--- src/rtl/nn_ctrl_pkg.sv ---
// Shared controller types for the NN datapath: sequencer states, bias select
// codes (also used by the bias mux) and the phase count.
package nn_ctrl_pkg;

  typedef enum logic [2:0] {
    ST_IDLE,
    ST_MAC,
    ST_BIAS,
    ST_WB,
    ST_DONE
  } state_t;

  localparam logic [1:0] SEL_HID0  = 2'b00;
  localparam logic [1:0] SEL_HID10 = 2'b01;
  localparam logic [1:0] SEL_HID20 = 2'b10;
  localparam logic [1:0] SEL_OUT   = 2'b11;

  localparam int NUM_PHASES = 4;
  localparam logic [1:0] LAST_PHASE = 2'(NUM_PHASES - 1);

endpackage

--- src/rtl/layer_phase_cnt.sv ---
// MAC operand counter for one phase; tc flags the last operand of the phase.
module layer_phase_cnt #(
  parameter int IDX_W = 8
) (
  input  logic             clk,
  input  logic             rst_n,
  input  logic [IDX_W-1:0] last,
  input  logic             en,
  input  logic             clr,
  output logic [IDX_W-1:0] cnt,
  output logic             tc
);

  logic [IDX_W-1:0] cnt_q, cnt_d;

  // clr wins over en so an abort or phase end always leaves the counter at 0
  always_comb begin
    cnt_d = cnt_q;
    if (clr) begin
      cnt_d = '0;
    end else if (en) begin
      cnt_d = cnt_q + 1'b1;
    end
  end

  always_ff @(posedge clk or negedge rst_n) begin
    if (!rst_n) begin
      cnt_q <= '0;
    end else begin
      cnt_q <= cnt_d;
    end
  end

  assign cnt = cnt_q;
  assign tc  = (cnt_q == last);

endmodule

--- src/rtl/layer_seq_ctrl.sv ---
// Sequences the shared MAC/bias datapath through three hidden groups and the
// output layer, handing each phase result downstream over wb_valid/wb_ready.
module layer_seq_ctrl
  import nn_ctrl_pkg::*;
#(
  parameter int N_IN  = 16,
  parameter int N_HID = 30,
  parameter int IDX_W = 8
) (
  input  logic             clk,
  input  logic             rst_n,
  input  logic             start,
  input  logic             abort,
  input  logic             wb_ready,
  output logic             busy,
  output logic             done,
  output logic [1:0]       bias_sel,
  output logic             layer,
  output logic             mac_en,
  output logic             mac_clr,
  output logic [IDX_W-1:0] in_idx,
  output logic             bias_add,
  output logic             wb_valid
);

  // Handshake: a phase result transfers on a cycle where wb_valid and
  // wb_ready are both high; wb_valid and bias_sel hold steady until then.

  state_t           state_q, state_d;
  logic [1:0]       phase_q, phase_d;
  logic [IDX_W-1:0] cnt;
  logic [IDX_W-1:0] last;
  logic             tc;
  logic             cnt_en;
  logic             cnt_clr;

  assign last    = (phase_q == LAST_PHASE) ? IDX_W'(N_HID - 1) : IDX_W'(N_IN - 1);
  assign cnt_en  = (state_q == ST_MAC) && !tc;
  assign cnt_clr = (state_q != ST_MAC) || abort;

  layer_phase_cnt #(
    .IDX_W (IDX_W)
  ) u_cnt (
    .clk   (clk),
    .rst_n (rst_n),
    .last  (last),
    .en    (cnt_en),
    .clr   (cnt_clr),
    .cnt   (cnt),
    .tc    (tc)
  );

  always_comb begin
    state_d = state_q;
    phase_d = phase_q;
    if (state_q == ST_IDLE) begin
      if (start) begin
        state_d = ST_MAC;
        phase_d = SEL_HID0;
      end
    end else if (abort) begin
      // abort outranks wb_ready and the terminal count in the same cycle
      state_d = ST_IDLE;
      phase_d = SEL_HID0;
    end else begin
      case (state_q)
        ST_MAC: begin
          if (tc) begin
            state_d = ST_BIAS;
          end
        end
        ST_BIAS: begin
          state_d = ST_WB;
        end
        ST_WB: begin
          if (wb_ready) begin
            if (phase_q == LAST_PHASE) begin
              state_d = ST_DONE;
            end else begin
              state_d = ST_MAC;
              phase_d = phase_q + 2'd1;
            end
          end
        end
        ST_DONE: begin
          state_d = ST_IDLE;
          phase_d = SEL_HID0;
        end
        default: begin
          state_d = ST_IDLE;
          phase_d = SEL_HID0;
        end
      endcase
    end
  end

  always_ff @(posedge clk or negedge rst_n) begin
    if (!rst_n) begin
      state_q <= ST_IDLE;
      phase_q <= SEL_HID0;
    end else begin
      state_q <= state_d;
      phase_q <= phase_d;
    end
  end

  // bias_sel follows phase throughout, so the mux settles long before bias_add
  assign busy     = (state_q != ST_IDLE);
  assign done     = (state_q == ST_DONE);
  assign bias_sel = phase_q;
  assign layer    = (phase_q == SEL_OUT);
  assign mac_en   = (state_q == ST_MAC);
  assign mac_clr  = (state_q == ST_MAC) && (cnt == '0);
  assign in_idx   = (state_q == ST_MAC) ? cnt : '0;
  assign bias_add = (state_q == ST_BIAS);
  assign wb_valid = (state_q == ST_WB);

endmodule
--- config.mk ---
export PLATFORM = sky130hd
export DESIGN_NAME = layer_seq_ctrl
export DESIGN_NICKNAME = d
export VERILOG_FILES = /design/src/rtl/nn_ctrl_pkg.sv /design/src/rtl/layer_phase_cnt.sv /design/src/rtl/layer_seq_ctrl.sv
export SDC_FILE = /design/constraint.sdc
export NUM_CORES = 1
export LEC_CHECK = 0
export BUFFER_PORTS_ARGS = -buffer_cell sky130_fd_sc_hd__buf_2
export CORE_MARGIN = 4
export CORE_UTILIZATION = 55
export DETAILED_ROUTE_END_ITERATION = 7
export MAX_ROUTING_LAYER = met4
export PLACE_DENSITY = 0.82
export RECOVER_POWER = 100
export SYNTH_ARGS = -nofsm -noshare
export SYNTH_HDL_FRONTEND = slang
export SYNTH_SLANG_ARGS = --single-unit
--- constraint.sdc ---
create_clock -name clk -period 5 [get_ports clk]
set_input_delay 0.5 -clock clk [delete_from_list [all_inputs] [get_ports clk]]
set_output_delay 0.5 -clock clk [all_outputs]
set_load 0.02 [all_outputs]
# Word level (Yosys, flattened, before mapping)
# Cells that the tools add are included.
# word_totals
out_inout_bits,17
register_bits,13
# op_classes
n_reduce_logical,11
mux,17
addsub,2
eq_ne,12
# ops
op,n
two-way mux 8 bit,3
two-way mux 3 bit,6
two-way mux 2 bit,5
one-hot mux 3 bit (3 select lines),1
"adder 8 x 1 -> 8 bit, second input constant",1
== test 8 x 5 -> 1 bit,1
logical NOT 8 bit,1
"inequality test 4 x 3 -> 1 bit, second input constant",2
"== test 3 x 2 -> 1 bit, second input constant",2
"inequality test 3 x 1 -> 1 bit, second input constant",2
two-way mux 5 bit,1
"inequality test 4 x 2 -> 1 bit, second input constant",1
one-hot mux 2 bit (2 select lines),1
AND reduction 4 bit,1
"== test 3 x 1 -> 1 bit, second input constant",1
"== test 3 bit, second input constant",1
logical NOT 3 bit,1
AND reduction 3 bit,1
nonzero test 3 bit,1
"adder 2 x 1 -> 2 bit, second input constant",1
"== test 2 bit, second input constant",1
logical AND 1 bit,2
"inequality test 2 bit, second input constant",1
nonzero test 2 bit,1
other kinds (3),3

# Logic depth before layout (Yosys ltp)
# depth
depth_word,7
depth_mapped,6

# Cells and area by module
# Synthesis repeated with hierarchy kept, for this count alone.
# unflattened
cells_unflattened,104
area_unflattened_um2,949.7
# modules_own_cells
module,cells_per_inst,instances,area_each_um2,seq_area_each_um2
layer_phase_cnt,49,1,476.7,200.2
layer_seq_ctrl,55,1,473.0,125.1

# Least setup slack after synthesis
# No wires, ideal clock.
# synth_timing
path_kind,register to output
from,register state_q[1]
to,output port mac_clr
t_required_ns,4.500
arrival_time_ns,1.446
path_stages_with_launch,6
path_slack_ns,3.054
cell_sequence,dfrtp_1 > buf_2 > nor2b_1 > nor2b_1 > clkbuf_1 > and3_1
# synth_between
elab_chain_cells,2
# synth_rtl
element,line,rtl
"start, declared",layer_seq_ctrl.sv:29,"state_t state_q, state_d;"
"start signal, assigned",layer_seq_ctrl.sv:102,state_q <= state_d;
== test 3 x 1 -> 1 bit,n/a,
net mac_en,layer_seq_ctrl.sv:19,"output logic mac_en,"
logical AND 1 bit,layer_seq_ctrl.sv:113,assign mac_clr = (state_q == ST_MAC) && (cnt == '0);
"end, declared",layer_seq_ctrl.sv:20,"output logic mac_clr,"
# The timed path passes the listed nets, and every way through them passes these cells.

# Worst setup path after layout
# layout_timing
from,register state_q[0]
to,output port mac_clr
# layout_between
elab_chain_cells,2
# layout_rtl
element,line
== test 3 x 1 -> 1 bit,layer_seq_ctrl.sv:113
logical AND 1 bit,layer_seq_ctrl.sv:113
# Every way passes these cells.

==> metrics <==
run status finished clean; post-synthesis sequential area ratio 37.6%; first-pass GRT wire length 2.93 mm; most common cell after layout, fill and taps aside clkbuf_1; Gate Count Post-Synth 95; DRT antenna net count 0; TritonCTS Buffers 3; WL/cell 13.5 µm; max_cap viols 0; clock-pin slew on the worst setup and hold paths 0.09 ns; vias in the first global route 678; Total GRT Usage 18.6%; hpwl dp 1.28 mm; CTS Sinks 13; postcts setup bufs 0; mapped cell area 865 µm²; Peak VDD IR 0.205 mV; fin. max-slew vios 0; DIE AREA 2270 µm²; Initial Utilization 58.1%; Req. time, crit path 4.50 ns; pin count of the biggest net entering global routing 14; Fin Clk Skew 0.00701 ns; vias per inst 5.85; Worst-Margin Slew 0.730 ns; setup TNS 0 ns; clock tree buffer depth 2; final cycle utilization of the critical path 48.8%; fraction of registers with async set/reset 100%; # IOs 22; Core Util, Final 63.9%; Initial DRC Count 16; Placer Congestion 0.801; Yosys reg bits 13; final hold violations 0; Pleak 0.436 nW; crit path max fanout 10; # setup viols final 0; P&R area growth vs syn 10.1%; WS Path Type reg -> out; Die Height 47.6 µm; syn_area_per_cell 9.10 µm²; r2r endpoint u_cnt.cnt[4]; # port buffers 21; Skew-Pair Late Insertion Delay 0.28 ns; reg2reg setup slack 3.24 ns; Worst Path Arrival 1.94 ns; fmax 410 MHz; clock period minus worst slack 2.44 ns; nets 124; highest-count cells in the layout ignoring fill and taps 14 x clkbuf_1, 13 x dfrtp_1, 8 x nor2_1, 7 x nand2_1, 7 x buf_2; Core ar. 1490 µm²; H-tree depth 1; CTS root buf clkbuf_4; r2r startpoint bias_sel[0]; Pwr per Cell Area 327 nW/µm²; row cnt 14; initial antenna violation count 0; Die X-Extent 47.6 µm; total grt overflow 0; total number of vias 761; post-synthesis net count 104; DRC violations left 0; cts hold-fix bufs 0; Yosys warnings 0; ANT cells 0; Post-synth EDFFs 0; CTS tree built; ratio of cells with drive above 1 in the final layout 12.3%; Max-slew headroom 51.3%; Resize count post-CTS 0; Pre-antenna DRT Iters 4; post-synthesis cell type count 38; hold_ws 0.245 ns; CP Capture Type output pin; FF-to-FF path depth 5; critical path startpoint category flip-flop; Primary FF master, synth dfrtp_1; RSZ-0062 raised after global routing false; Detailed Route WL 1.75 mm; Hold WC Path Type in -> async
## synthesized netlist by cell type, types with 2 or more instances
cell type / instances / area (µm²)
nor2b_1: 2 / 12.5
dfrtp_1: 13 / 325
nor3_1: 5 / 25.0
xor2_1: 2 / 17.5
clkbuf_1: 2 / 7.51
o21ai_0: 3 / 15.0
and4_1: 2 / 17.5
a21oi_1: 3 / 15.0
buf_6: 2 / 22.5
and2_1: 8 / 50.1
buf_2: 2 / 10.0
and3_1: 3 / 18.8
nand2_1: 7 / 26.3
ha_1: 4 / 50.1
or3_1: 4 / 25.0
inv_1: 3 / 11.3
nor2_1: 8 / 30.0
mux2i_1: 2 / 20.0
## where the power goes
| part | switching [mW] | internal (mW) | leakage (nW) | total, mW |
|---|---|---|---|---|
| Clock | 0.0367 | 0.0296 | 0.0177 | 0.0663 |
| Sequential | 0.0158 | 0.113 | 0.178 | 0.129 |
| Combinational | 0.0718 | 0.0443 | 0.241 | 0.116 |
## kinds of logic (layout without fill, tap and decap cells)
kind of cell / Yosys count / in the layout / synth area share (%)
buffers and inverters: 9 / 28 / 5.93
xor gates and xnor gates: 3 / 3 / 3.04
and+or+nand+nor: 48 / 48 / 31.3
AOI/OAI and AO/OA: 15 / 15 / 12.7
muxes: 3 / 3 / 3.62
DFF: 13 / 13 / 37.6
adders and majority gates: 4 / 4 / 5.79
## layer usage
| layer | GRT usage (%) | wire, µm | vias to the layer above |
|---|---|---|---|
| li1 | - | - | 370 |
| met1 | 24.4 | 744 | 363 |
| met2 | 29.4 | 879 | 26 |
| met3 | 4.51 | 120 | 2 |
| met4 | 3.23 | 6 | 0 |
| met5 | - | 0 | - |
## worst max-delay path by stage
stage                     from        end  slack (ns)
detailed placement  state_q[0]    mac_clr        2.94
CTS                 state_q[0]    mac_clr        2.64
finish              state_q[0]    mac_clr        2.56
global placement    state_q[0]    mac_clr        3.00
global route        state_q[0]  in_idx[4]        2.38
floorplan           state_q[1]    mac_clr        3.05
## final cells by class
class / count / area [µm²]
fill: 137 / 537
tap: 16 / 20.0
clock buffer: 3 / 22.5
sequential: 13 / 325
clock inverter: 1 / 5.00
inverter: 3 / 11.3
timing repair buffer: 21 / 87.6
multi-input combinational: 73 / 480
## critical path, cell delays in order, from the launching register on
cell,delay [ns]
dfrtp_1,0.48
nor2b_1,0.24
nor2b_1,0.48
and3_1,0.25
clkbuf_1,0.23
## stage by stage
step / std cells / power [mW] / cell area, µm² / setup WS (ns)
2_1_floorplan: 95 / 0.221 / 865 / 3.05
3_3_place_gp: 126 / 0.250 / 950 / 3.00
3_5_place_dp: 126 / 0.254 / 950 / 2.94
4_1_cts: 130 / 0.319 / 977 / 2.64
5_1_grt: 130 / 0.333 / 952 / 2.38
6_report: 130 / 0.312 / 952 / 2.56
## state kept, by name (all words and copies together) (netlist names)
name       cells
u_cnt.cnt      8
state_q        3
bias_sel       2
(Power assumes the default switching activity.)
